--- config.mk ---
export PLATFORM = sky130hd
export DESIGN_NAME = video_timing_gen
export DESIGN_NICKNAME = d
export VERILOG_FILES = /design/src/rtl/video_pkg.sv /design/src/rtl/pix_clk_div.sv /design/src/rtl/video_timing_gen.sv
export SDC_FILE = /design/constraint.sdc
export NUM_CORES = 1
export LEC_CHECK = 0
export ABC_AREA = 1
export BUFFER_PORTS_ARGS = -buffer_cell sky130_fd_sc_hd__buf_2
export CAP_MARGIN = 20
export CORE_MARGIN = 2
export CORE_UTILIZATION = 25
export DETAILED_ROUTE_END_ITERATION = 16
export PLACE_DENSITY = 0.5
export SKIP_LAST_GASP = 1
export SYNTH_ARGS = -nofsm -noshare
export SYNTH_HDL_FRONTEND = slang
export SYNTH_HIERARCHICAL = 1
export SYNTH_SLANG_ARGS = --single-unit
--- constraint.sdc ---
create_clock -name clk_i -period 2.3 [get_ports clk_i]
set_clock_uncertainty 0.2 [all_clocks]
set_input_delay 0.46 -clock clk_i [delete_from_list [all_inputs] [get_ports clk_i]]
set_output_delay 0.46 -clock clk_i [all_outputs]
set_load 0.01 [all_outputs]
--- src/rtl/video_pkg.sv ---
// rtl/video_pkg.sv - shared video timing types, 640x480@60 defaults and frame-size helpers
package video_pkg;

  typedef enum logic {
    POL_LOW  = 1'b0,
    POL_HIGH = 1'b1
  } sync_pol_e;

  typedef struct packed {
    int unsigned h_active;
    int unsigned h_fp;
    int unsigned h_sync;
    int unsigned h_bp;
    int unsigned v_active;
    int unsigned v_fp;
    int unsigned v_sync;
    int unsigned v_bp;
  } timing_t;

  localparam timing_t VGA_640X480 = '{
    h_active: 640, h_fp: 16, h_sync: 96, h_bp: 48,
    v_active: 480, v_fp: 10, v_sync: 2,  v_bp: 33
  };

  function automatic int unsigned h_total(input timing_t t);
    return t.h_active + t.h_fp + t.h_sync + t.h_bp;
  endfunction

  function automatic int unsigned v_total(input timing_t t);
    return t.v_active + t.v_fp + t.v_sync + t.v_bp;
  endfunction

endpackage

--- src/rtl/pix_clk_div.sv ---
// rtl/pix_clk_div.sv - divides clk_i into a one-cycle pixel enable every CLK_DIV clocks
module pix_clk_div #(
  parameter int CLK_DIV = 4
) (
  input  logic i_clk,
  input  logic i_rst,
  input  logic i_en,
  output logic o_tick,
  output logic o_pix_ce
);

  localparam int DIV_W = (CLK_DIV > 1) ? $clog2(CLK_DIV) : 1;
  localparam logic [DIV_W-1:0] DIV_LAST = DIV_W'(CLK_DIV - 1);

  logic [DIV_W-1:0] r_div;
  logic             r_pix_ce;

  // o_tick is the combinational "this edge presents a new pixel"; r_pix_ce is its registered twin
  assign o_tick   = i_en && (r_div == '0);
  assign o_pix_ce = r_pix_ce;

  always_ff @(posedge i_clk or posedge i_rst) begin
    if (i_rst) begin
      r_div    <= '0;
      r_pix_ce <= 1'b0;
    end else if (!i_en) begin
      r_div    <= '0;
      r_pix_ce <= 1'b0;
    end else begin
      r_div    <= (r_div == DIV_LAST) ? '0 : r_div + 1'b1;
      r_pix_ce <= (r_div == '0);
    end
  end

endmodule

--- src/rtl/video_timing_gen.sv ---
// rtl/video_timing_gen.sv - raster timing generator: syncs, DE, coordinates, prefetch, vblank IRQ
module video_timing_gen
  import video_pkg::*;
#(
  parameter int        H_ACTIVE   = int'(VGA_640X480.h_active),
  parameter int        H_FP       = int'(VGA_640X480.h_fp),
  parameter int        H_SYNC     = int'(VGA_640X480.h_sync),
  parameter int        H_BP       = int'(VGA_640X480.h_bp),
  parameter int        V_ACTIVE   = int'(VGA_640X480.v_active),
  parameter int        V_FP       = int'(VGA_640X480.v_fp),
  parameter int        V_SYNC     = int'(VGA_640X480.v_sync),
  parameter int        V_BP       = int'(VGA_640X480.v_bp),
  parameter sync_pol_e HS_POL     = POL_LOW,
  parameter sync_pol_e VS_POL     = POL_LOW,
  parameter int        CLK_DIV    = 4,
  parameter int        FETCH_LEAD = 32,
  parameter int        CNT_W      = 10
) (
  input  logic             clk_i,
  input  logic             rst_i,
  input  logic             en_i,
  input  logic             irq_clr_i,
  output logic             pix_ce_o,
  output logic             hsync_o,
  output logic             vsync_o,
  output logic             de_o,
  output logic [CNT_W-1:0] x_o,
  output logic [CNT_W-1:0] y_o,
  output logic             line_start_o,
  output logic             frame_start_o,
  output logic             line_req_o,
  output logic [CNT_W-1:0] line_req_y_o,
  output logic             vblank_irq_o,
  output logic [15:0]      frame_cnt_o
);

  localparam timing_t TIMING = '{
    h_active: H_ACTIVE, h_fp: H_FP, h_sync: H_SYNC, h_bp: H_BP,
    v_active: V_ACTIVE, v_fp: V_FP, v_sync: V_SYNC, v_bp: V_BP
  };
  localparam int H_TOTAL = int'(h_total(TIMING));
  localparam int V_TOTAL = int'(v_total(TIMING));

  if (H_ACTIVE == 0 || V_ACTIVE == 0 || H_TOTAL == 0 || V_TOTAL == 0) begin : g_bad_size
    $error("video_timing_gen: active area and totals must be non-zero");
  end
  if (H_TOTAL > (1 << CNT_W) || V_TOTAL > (1 << CNT_W)) begin : g_bad_cnt_w
    $error("video_timing_gen: CNT_W too small for H_TOTAL/V_TOTAL");
  end
  if (FETCH_LEAD < 1 || FETCH_LEAD > H_TOTAL - 1) begin : g_bad_lead
    $error("video_timing_gen: FETCH_LEAD outside 1..H_TOTAL-1");
  end
  if (CLK_DIV < 1) begin : g_bad_div
    $error("video_timing_gen: CLK_DIV must be at least 1");
  end

  localparam logic             HS_ACT     = (HS_POL == POL_HIGH);
  localparam logic             VS_ACT     = (VS_POL == POL_HIGH);
  localparam logic [CNT_W-1:0] H_LAST     = CNT_W'(H_TOTAL - 1);
  localparam logic [CNT_W-1:0] V_LAST     = CNT_W'(V_TOTAL - 1);
  localparam logic [CNT_W-1:0] H_ACT      = CNT_W'(H_ACTIVE);
  localparam logic [CNT_W-1:0] V_ACT      = CNT_W'(V_ACTIVE);
  localparam logic [CNT_W-1:0] V_ACT_LAST = CNT_W'(V_ACTIVE - 1);
  localparam logic [CNT_W-1:0] HS_FIRST   = CNT_W'(H_ACTIVE + H_FP);
  localparam logic [CNT_W-1:0] HS_LAST    = CNT_W'(H_ACTIVE + H_FP + H_SYNC - 1);
  localparam logic [CNT_W-1:0] VS_FIRST   = CNT_W'(V_ACTIVE + V_FP);
  localparam logic [CNT_W-1:0] VS_LAST    = CNT_W'(V_ACTIVE + V_FP + V_SYNC - 1);
  localparam logic [CNT_W-1:0] H_REQ      = CNT_W'(H_TOTAL - FETCH_LEAD);

  // h/v is the position the next tick will present; everything else is its registered decode
  typedef struct packed {
    logic [CNT_W-1:0] h;
    logic [CNT_W-1:0] v;
    logic             hsync;
    logic             vsync;
    logic             de;
    logic [CNT_W-1:0] x;
    logic [CNT_W-1:0] y;
    logic             line_start;
    logic             frame_start;
    logic             line_req;
    logic [CNT_W-1:0] line_req_y;
    logic             irq;
    logic [15:0]      frame_cnt;
  } gen_state_t;

  localparam gen_state_t RESET_STATE = '{hsync: ~HS_ACT, vsync: ~VS_ACT, default: '0};

  gen_state_t r_st;
  gen_state_t w_nxt;
  logic       w_tick;
  logic       w_h_last;
  logic       w_v_last;
  logic       w_de;
  logic       w_req;

  pix_clk_div #(
    .CLK_DIV (CLK_DIV)
  ) u_pix_clk_div (
    .i_clk    (clk_i),
    .i_rst    (rst_i),
    .i_en     (en_i),
    .o_tick   (w_tick),
    .o_pix_ce (pix_ce_o)
  );

  assign w_h_last = (r_st.h == H_LAST);
  assign w_v_last = (r_st.v == V_LAST);
  assign w_de     = (r_st.h < H_ACT) && (r_st.v < V_ACT);
  // Request on the line before each active line; the last blanking line fetches line 0
  assign w_req    = (r_st.h == H_REQ) && ((r_st.v < V_ACT_LAST) || w_v_last);

  always_comb begin
    w_nxt             = r_st;
    w_nxt.line_start  = 1'b0;
    w_nxt.frame_start = 1'b0;
    w_nxt.line_req    = 1'b0;
    if (w_tick) begin
      w_nxt.h = w_h_last ? '0 : r_st.h + 1'b1;
      if (w_h_last) begin
        w_nxt.v = w_v_last ? '0 : r_st.v + 1'b1;
      end
      w_nxt.hsync       = (r_st.h >= HS_FIRST && r_st.h <= HS_LAST) ? HS_ACT : ~HS_ACT;
      w_nxt.vsync       = (r_st.v >= VS_FIRST && r_st.v <= VS_LAST) ? VS_ACT : ~VS_ACT;
      w_nxt.de          = w_de;
      w_nxt.x           = w_de ? r_st.h : '0;
      w_nxt.y           = w_de ? r_st.v : '0;
      w_nxt.line_start  = (r_st.h == '0);
      w_nxt.frame_start = (r_st.h == '0) && (r_st.v == '0);
      w_nxt.line_req    = w_req;
      if (w_req) begin
        w_nxt.line_req_y = w_v_last ? '0 : r_st.v + 1'b1;
      end
      if (w_h_last && w_v_last) begin
        w_nxt.frame_cnt = r_st.frame_cnt + 1'b1;
      end
    end
    if (w_tick && r_st.h == '0 && r_st.v == V_ACT) begin
      w_nxt.irq = 1'b1;
    end else if (irq_clr_i) begin
      w_nxt.irq = 1'b0;
    end
  end

  always_ff @(posedge clk_i or posedge rst_i) begin
    if (rst_i) begin
      r_st <= RESET_STATE;
    end else if (!en_i) begin
      r_st <= RESET_STATE;
    end else begin
      r_st <= w_nxt;
    end
  end

  assign hsync_o       = r_st.hsync;
  assign vsync_o       = r_st.vsync;
  assign de_o          = r_st.de;
  assign x_o           = r_st.x;
  assign y_o           = r_st.y;
  assign line_start_o  = r_st.line_start;
  assign frame_start_o = r_st.frame_start;
  assign line_req_o    = r_st.line_req;
  assign line_req_y_o  = r_st.line_req_y;
  assign vblank_irq_o  = r_st.irq;
  assign frame_cnt_o   = r_st.frame_cnt;

endmodule

==> metrics.md, run 1 <==
| Metric | Value |
|---|---|
| Largest area contributor in the netlist | `dfrtp_1` |
| Inserted Clock Buffers | `9` |
| R2R Setup Slk | `0.20 ns` |
| WL met2 | `5340 µm` |
| CTS max path bufs | `2` |
| Critical R2R Launch | `r_st[53]$_DFFE_PP0P_` |
| HPWL Detailed | `around 8000 µm` |
| Area share of the largest cell type after synthesis | `43.2%` |
| CORE AREA | `16700 µm²` |
| Antenna violations before repair | `0` |
| WL met3 | `~570 µm` |
| CP arrival | `between 2 and 2.5 ns` |
| Iteration-0 DRC Markers | `293` |
| CP required | `approximately 2.4 ns` |
| Worst Path Max Fanout | `16` |
| Top Layer Used | `met4` |
| Die X | `~130 µm` |
| Global-route wire length before repair | `roughly 18000 µm` |
| Mapped Area | `between 4000 and 5000 µm²` |
| DR WL/cell | `between 10 and 15 µm` |
| TritonCTS Sinks | `76` |
| Overall power | `~2.9 mW` |
| Number of buffers and inverters on the critical path | `3` |
| Port bufs | `57` |
| Synthesized net count | `approximately 560` |
| VDD IR max | `roughly 0.33 mV` |
| Final net count | `~570` |
| Post_cts resized | `0` |
| Post-Synthesis Cells | `545` |
| Final antenna diode count | `0` |
| Vias per cell | `between 4 and 5` |
| GR Util All Layers | `13.0%` |
| M1 WL | `4910 µm` |
| Max-cap violations | `0` |
| Max Transition Viols Final | `0` |
| Post-CTS setup repair buffer count | `0` |
| Fillers | `1830` |
| Crit-path leading delay family | `simple AND/OR/NAND/NOR gates` |
| Layout area overhead | `11.6%` |
| Synth cell types | `34` |
| Period minus WS final | `about 2.1 ns` |
| Synth Register Bits | `76` |
| Fin worst setup slack | `0.200 ns` |
| Pre-CTS setup slack | `approximately 0.19 ns` |
| CP max-delay cell | `dfrtp_1` |
| Leak | `~2.4 nW` |
| Outcome | `completed` |
| Fin crit share | `91.3%` |
| CP Class | `reg -> reg` |
| Die area | `between 15000 and 20000 µm²` |
| Most frequent cells after synthesis | `128 x nand2_1, 74 x dfrtp_1, 52 x inv_1, 48 x nand3_1, 47 x buf_4` |
| DRC Markers | `0` |
| Gpl congestion | `0.850` |
| Cell mode on critical path | `nand4_1` |
| Register area share after synthesis | `44.4%` |
| Rows | `47` |
| H-tree Lvls | `3` |
| TritonCTS clock tree | `built` |
| Max stage delay on crit path | `0.44 ns` |
| Critical path launch point | `r_st[53]$_DFFE_PP0P_` |
| Setup_tns | `0 ns` |
| Cell with the most instances after synthesis | `nand2_1` |
| Avg Cell Area, Syn | `7.87 µm²` |
| Nature of the critical path startpoint | `flop` |
| Final hold vios | `0` |
| Layout cells sized above 1 | `between 15 and 20%` |
| Gr ovfl total | `0` |
| Drt total wl | `11100 µm` |
| Worst-path clk slew | `0.07 ns` |
| Hold Crit Class | `in -> reg` |
| Ports | `58` |
| Skew-Pair Late Insertion Delay | `0.35 ns` |
| Antenna Nets Post-Route | `0` |
| Crit path capture type | `flop` |
| Die height | `135 µm` |
| Post-synth EDFFs | `0` |
| CTS root buffer | `clkbuf_16` |
| Area contributors post-synth | `dfrtp_1 43%, nand2_1 11%, buf_4 8.2%` |
| Largest net degree at the start of global routing | `74` |
| Fmax | `476 MHz` |
| Critical path, cell by cell | `inv_1 -> ha_1 -> nand4_1 -> nor2_4 -> inv_2 -> nor2_8 -> buf_4 -> nand4_1 -> nand2_1` |
| Worst min-delay path startpoint | `en_i` |
| Post-synth top flop | `dfrtp_1` |
| Unrepaired setup endpoints after global routing | `no` |
| Drt pass-1 iters | `4` |
| Vias in the first global route | `~3600` |
| Pwr per Cell Area | `607 nW/µm²` |
| Max-slew headroom | `between 60 and 70%` |
| Slew @ Worst Pin | `between 0.4 and 0.5 ns` |
| Initial Util | `approximately 26%` |
| Total number of yosys warnings | `6` |
| Final setup viols | `0` |
| Via Count | `3546` |
| FFs w/ async S/R, synth | `100%` |
## worst reg2reg max path: cells and delay by family (launching register included)
| family | cells | cell delay [ns] |
|---|---|---|
| and+or+nand+nor | 5 | 0.71 |
| buffers and inverters | 3 | 0.49 |
| DFF | 1 | 0.44 |
| adders and majority gates | 1 | 0.21 |
## stage by stage
step | util (%) | instances | hold slack (ns) | cell area [µm²]
after floorplan | - | 545 | 0.0136 | 4290
after CTS | 28.6 | 786 | 0.164 | 4780
final | 28.6 | 786 | 0.175 | 4780
after detailed placement | 26.9 | 769 | 0.178 | 4500
after global placement | 26.9 | 769 | 0.166 | 4500
after global routing | 28.6 | 786 | 0.185 | 4780
## report_power, final
group / total (mW) / switching (mW) / internal (mW) / leakage (nW)
combinational: 0.188 / 0.138 / 0.0500 / 1.20
sequential: 1.37 / 0.0164 / 1.35 / 1.05
clock: 1.35 / 0.613 / 0.732 / 0.120
total: 2.90 / 0.768 / 2.14 / 2.37
## layer usage
| metal | vias up | track usage, % |
|---|---|---|
| met1 | 1684 | 15.9 |
| met5 | - | 0 |
| met3 | 17 | 3.53 |
| met2 | 86 | 21.7 |
| met4 | 0 | 5.44 |
| li1 | 1759 | - |
## logic make-up after synthesis
| logic type | count (synthesis) | synth area share (%) |
|---|---|---|
| adders and majority gates | 7 | 2.04 |
| xor gates and xnor gates | 7 | 1.43 |
| buffers and inverters | 120 | 15.2 |
| AOI/OAI and AO/OA | 58 | 7.18 |
| and+or+nand+nor | 277 | 29.7 |
| DFF | 76 | 44.4 |
## cell type report
class                      count  area [µm²]  share of cell area [%]
inverter                      58         221                    4.63
clock buffer                   9         225                    4.71
tap                          220         275                    5.75
sequential                    76        1900                    39.8
timing repair buffer          67         375                    7.85
multi-input combinational    349        1730                    36.2
clock inverter                 7        51.3                    1.07
## final timing paths
| check | end | cells after the start |
|---|---|---|
| hold reg to reg | u_pix_clk_div/r_div[0]$_DFF_PP0_ | 1 |
| hold / removal | u_pix_clk_div/r_div[1]$_DFF_PP0_ | 3 |
| min in group asynchronous | u_pix_clk_div/r_div[1]$_DFF_PP0_ | 3 |
| setup reg to reg | frame_cnt_o[9]$_DFFE_PP0P_ | 9 |
| setup / recovery | frame_cnt_o[9]$_DFFE_PP0P_ | 9 |
| max in group asynchronous | frame_cnt_o[14]$_DFFE_PP0P_ | 4 |
## cells in the final DEF (no fill, tap or decap), types with 2 or more instances in the layout
master	count
ha_1	7
nor2_1	46
nand2_4	2
xor2_1	6
nand2_2	4
dfstp_2	2
o21ai_1	15
buf_2	57
dfrtp_1	74
a21oi_1	3
nor2_4	4
o22ai_1	3
clkbuf_16	9
nand3b_1	2
nand2_1	128
inv_1	51
inv_2	5
nand3_1	48
nor3_1	11
clkinvlp_4	6
buf_4	8
o21bai_1	2
nand4_1	28
o21ai_0	32
## sequential cells by signal, summed over array words and instances, names as in the netlist, 2 cells and up
register             flops
r_st                    20
frame_cnt_o             16
line_req_y_o            10
x_o                     10
y_o                     10
u_pix_clk_div/r_div      2
## timing repair
action | in CTS | in global routing
hold endpoints to repair | 3 | 0
hold buffers | 1 | 0
setup endpoints to repair | 0 | 0
(Power assumes the default switching activity.)
==> inputs of run 2 (changes only) <==
--- a/config.mk
+++ b/config.mk
@@ -9,9 +9,9 @@
 export BUFFER_PORTS_ARGS = -buffer_cell sky130_fd_sc_hd__buf_2
 export CAP_MARGIN = 20
 export CORE_MARGIN = 2
-export CORE_UTILIZATION = 25
+export CORE_UTILIZATION = 52
 export DETAILED_ROUTE_END_ITERATION = 16
-export PLACE_DENSITY = 0.5
+export PLACE_DENSITY = 0.83
 export SKIP_LAST_GASP = 1
 export SYNTH_ARGS = -nofsm -noshare
 export SYNTH_HDL_FRONTEND = slang
==> metrics.md, run 2 (synthesis results as in run 1) <==
| Metric | Value |
|---|---|
| Outcome | `completed` |
| Via Count | `3665` |
| Critical path, cell by cell | `ha_1 -> nand2_2 -> nor2_4 -> nand2_2 -> nor2_4 -> nand2_4 -> nand2_1 -> nand3_1 -> o21ai_1` |
| CTS root buffer | `clkbuf_8` |
| Design area | `approximately 4600 µm²` |
| Inserted Clock Buffers | `9` |
| Final setup viols | `0` |
| Post_cts resized | `0` |
| TritonCTS Sinks | `76` |
| Hold Crit Class | `in -> reg` |
| Gr ovfl total | `0` |
| Placed Cells | `652` |
| Commonest non-fill, non-tap cells in the layout | `128 x nand2_1, 74 x dfrtp_1, 57 x buf_2` |
| Final hold vios | `0` |
| Layout area overhead | `7.15%` |
| GR Util All Layers | `22.4%` |
| Biggest register | `r_st` |
| HPWL Detailed | `6610 µm` |
| Layout Utilization | `56.8%` |
| Non-filler instance count after layout | `roughly 670` |
| Port bufs | `57` |
| Setup_tns | `0 ns` |
| Vias in the first global route | `3366` |
| Fmax | `around 480 MHz` |
| CORE AREA | `between 8000 and 9000 µm²` |
| Layout cells sized above 1 | `a little under a fifth` |
| Global-route wire length before repair | `15800 µm` |
| Cell Area, Placed | `4340 µm²` |
| Max-slew headroom | `around 64%` |
| Skew-Pair Late Insertion Delay | `0.36 ns` |
| Max Transition Viols Final | `0` |
| Largest net degree at the start of global routing | `51` |
| DRC Markers | `0` |
| Final antenna diode count | `0` |
| Fillers | `753` |
| Slew @ Worst Pin | `~0.53 ns` |
| Iteration-0 DRC Markers | `293` |
| Max reg flops | `20` |
| Max stage delay on crit path | `0.41 ns` |
| Die area | `8990 µm²` |
| Number of buffers and inverters on the critical path | `0` |
| Worst Path Max Fanout | `15` |
| Pwr per Cell Area | `approximately 590 nW/µm²` |
| Max-cap violations | `0` |
| R2R Setup Slk | `0.20 ns` |
| Antenna Nets Post-Route | `0` |
| Rows | `33` |
| Period minus WS final | `2.10 ns` |
| Ports | `just under 60` |
| Final net count | `572` |
| H-tree Lvls | `3` |
| Crit path capture type | `flop` |
| Drt pass-1 iters | `6` |
| Unrepaired setup endpoints after global routing | `no` |
| CTS max path bufs | `2` |
| Fin worst setup slack | `0.198 ns` |
| Initial Util | `53.0%` |
| Antenna violations before repair | `0` |
| Nature of the critical path startpoint | `flop` |
| CP arrival | `approximately 2.2 ns` |
| DR WL/cell | `roughly 14 µm` |
| Worst hold slack | `0.189 ns` |
| CP required | `roughly 2.4 ns` |
| Vias per cell | `5.46` |
| TritonCTS clock tree | `built` |
| Leak | `2.37 nW` |
| CP Class | `reg -> reg` |
| Gpl congestion | `approximately 1` |
| Crit-path leading delay family | `simple AND/OR/NAND/NOR gates` |
| Die height | `94.8 µm` |
| Worst-path clk slew | `0.08 ns` |
| Die X | `roughly 95 µm` |
| Commonest non-fill, non-tap cell in the layout | `nand2_1` |
| Fin crit share | `91.4%` |
| CP max-delay cell | `dfrtp_1` |
| VDD IR max | `0.438 mV` |
| Pre-CTS setup slack | `0.201 ns` |
| Overall power | `about 2.7 mW` |
| Drt total wl | `approximately 9400 µm` |
## run 2: changes by cell type in the layout (fill, tap and decap cells not counted)
cell        change
clkbuf_8       +10
clkbuf_16       -9
clkinvlp_4      -4
bufinv_16       +2
clkinv_2        -1
clkinv_4        +1
inv_6           +1
## run 2: final timing paths
check,start,to,cells after the start
worst max-delay path,r_st[63]$_DFFE_PP0P_,r_st[53]$_DFFE_PP0P_,9
worst min-delay path,en_i,u_pix_clk_div/o_pix_ce$_DFF_PP0_,3
worst max register to register,r_st[63]$_DFFE_PP0P_,r_st[53]$_DFFE_PP0P_,9
worst min register to register,u_pix_clk_div/r_div[0]$_DFF_PP0_,u_pix_clk_div/r_div[0]$_DFF_PP0_,1
max in group asynchronous,rst_i,r_st[58]$_DFFE_PP0P_,4
min in group asynchronous,rst_i,u_pix_clk_div/r_div[1]$_DFF_PP0_,3
## run 2: layout make-up
cell class,instances,area [µm²],area share (%)
repair buffers,67,375,8.17
multi-input cells,349,1730,37.7
well taps,105,131,2.86
inverters,58,221,4.82
clock inverters,6,93.8,2.04
flip-flops and latches,76,1900,41.4
clock buffers,10,138,3.00
## run 2: timing repair
action	CTS	global route
buffers inserted	0	2
setup endpoints to repair	0	2
hold buffers	1	0
endpoints found under the hold margin	24	0
## run 2: metal layers
metal	share of wire [%]	wire length, µm	global-route usage [%]
met4	1.9	179	10.9
met1	43	4050	30.1
met3	6.0	561	3.35
met5	0	0	0
met2	49	4570	35.5
## run 2: power by group
part           total [mW]  leakage (nW)  switching, mW  internal, mW
clock network        1.18         0.113          0.531         0.650
registers            1.37          1.05         0.0135          1.35
logic               0.180          1.21          0.132        0.0472
## run 2: worst min-delay path: cells and delay by family
family,cells,cell delay [ns]
buffers and inverters,2,0.18
AND/OR/NAND/NOR,1,0.05
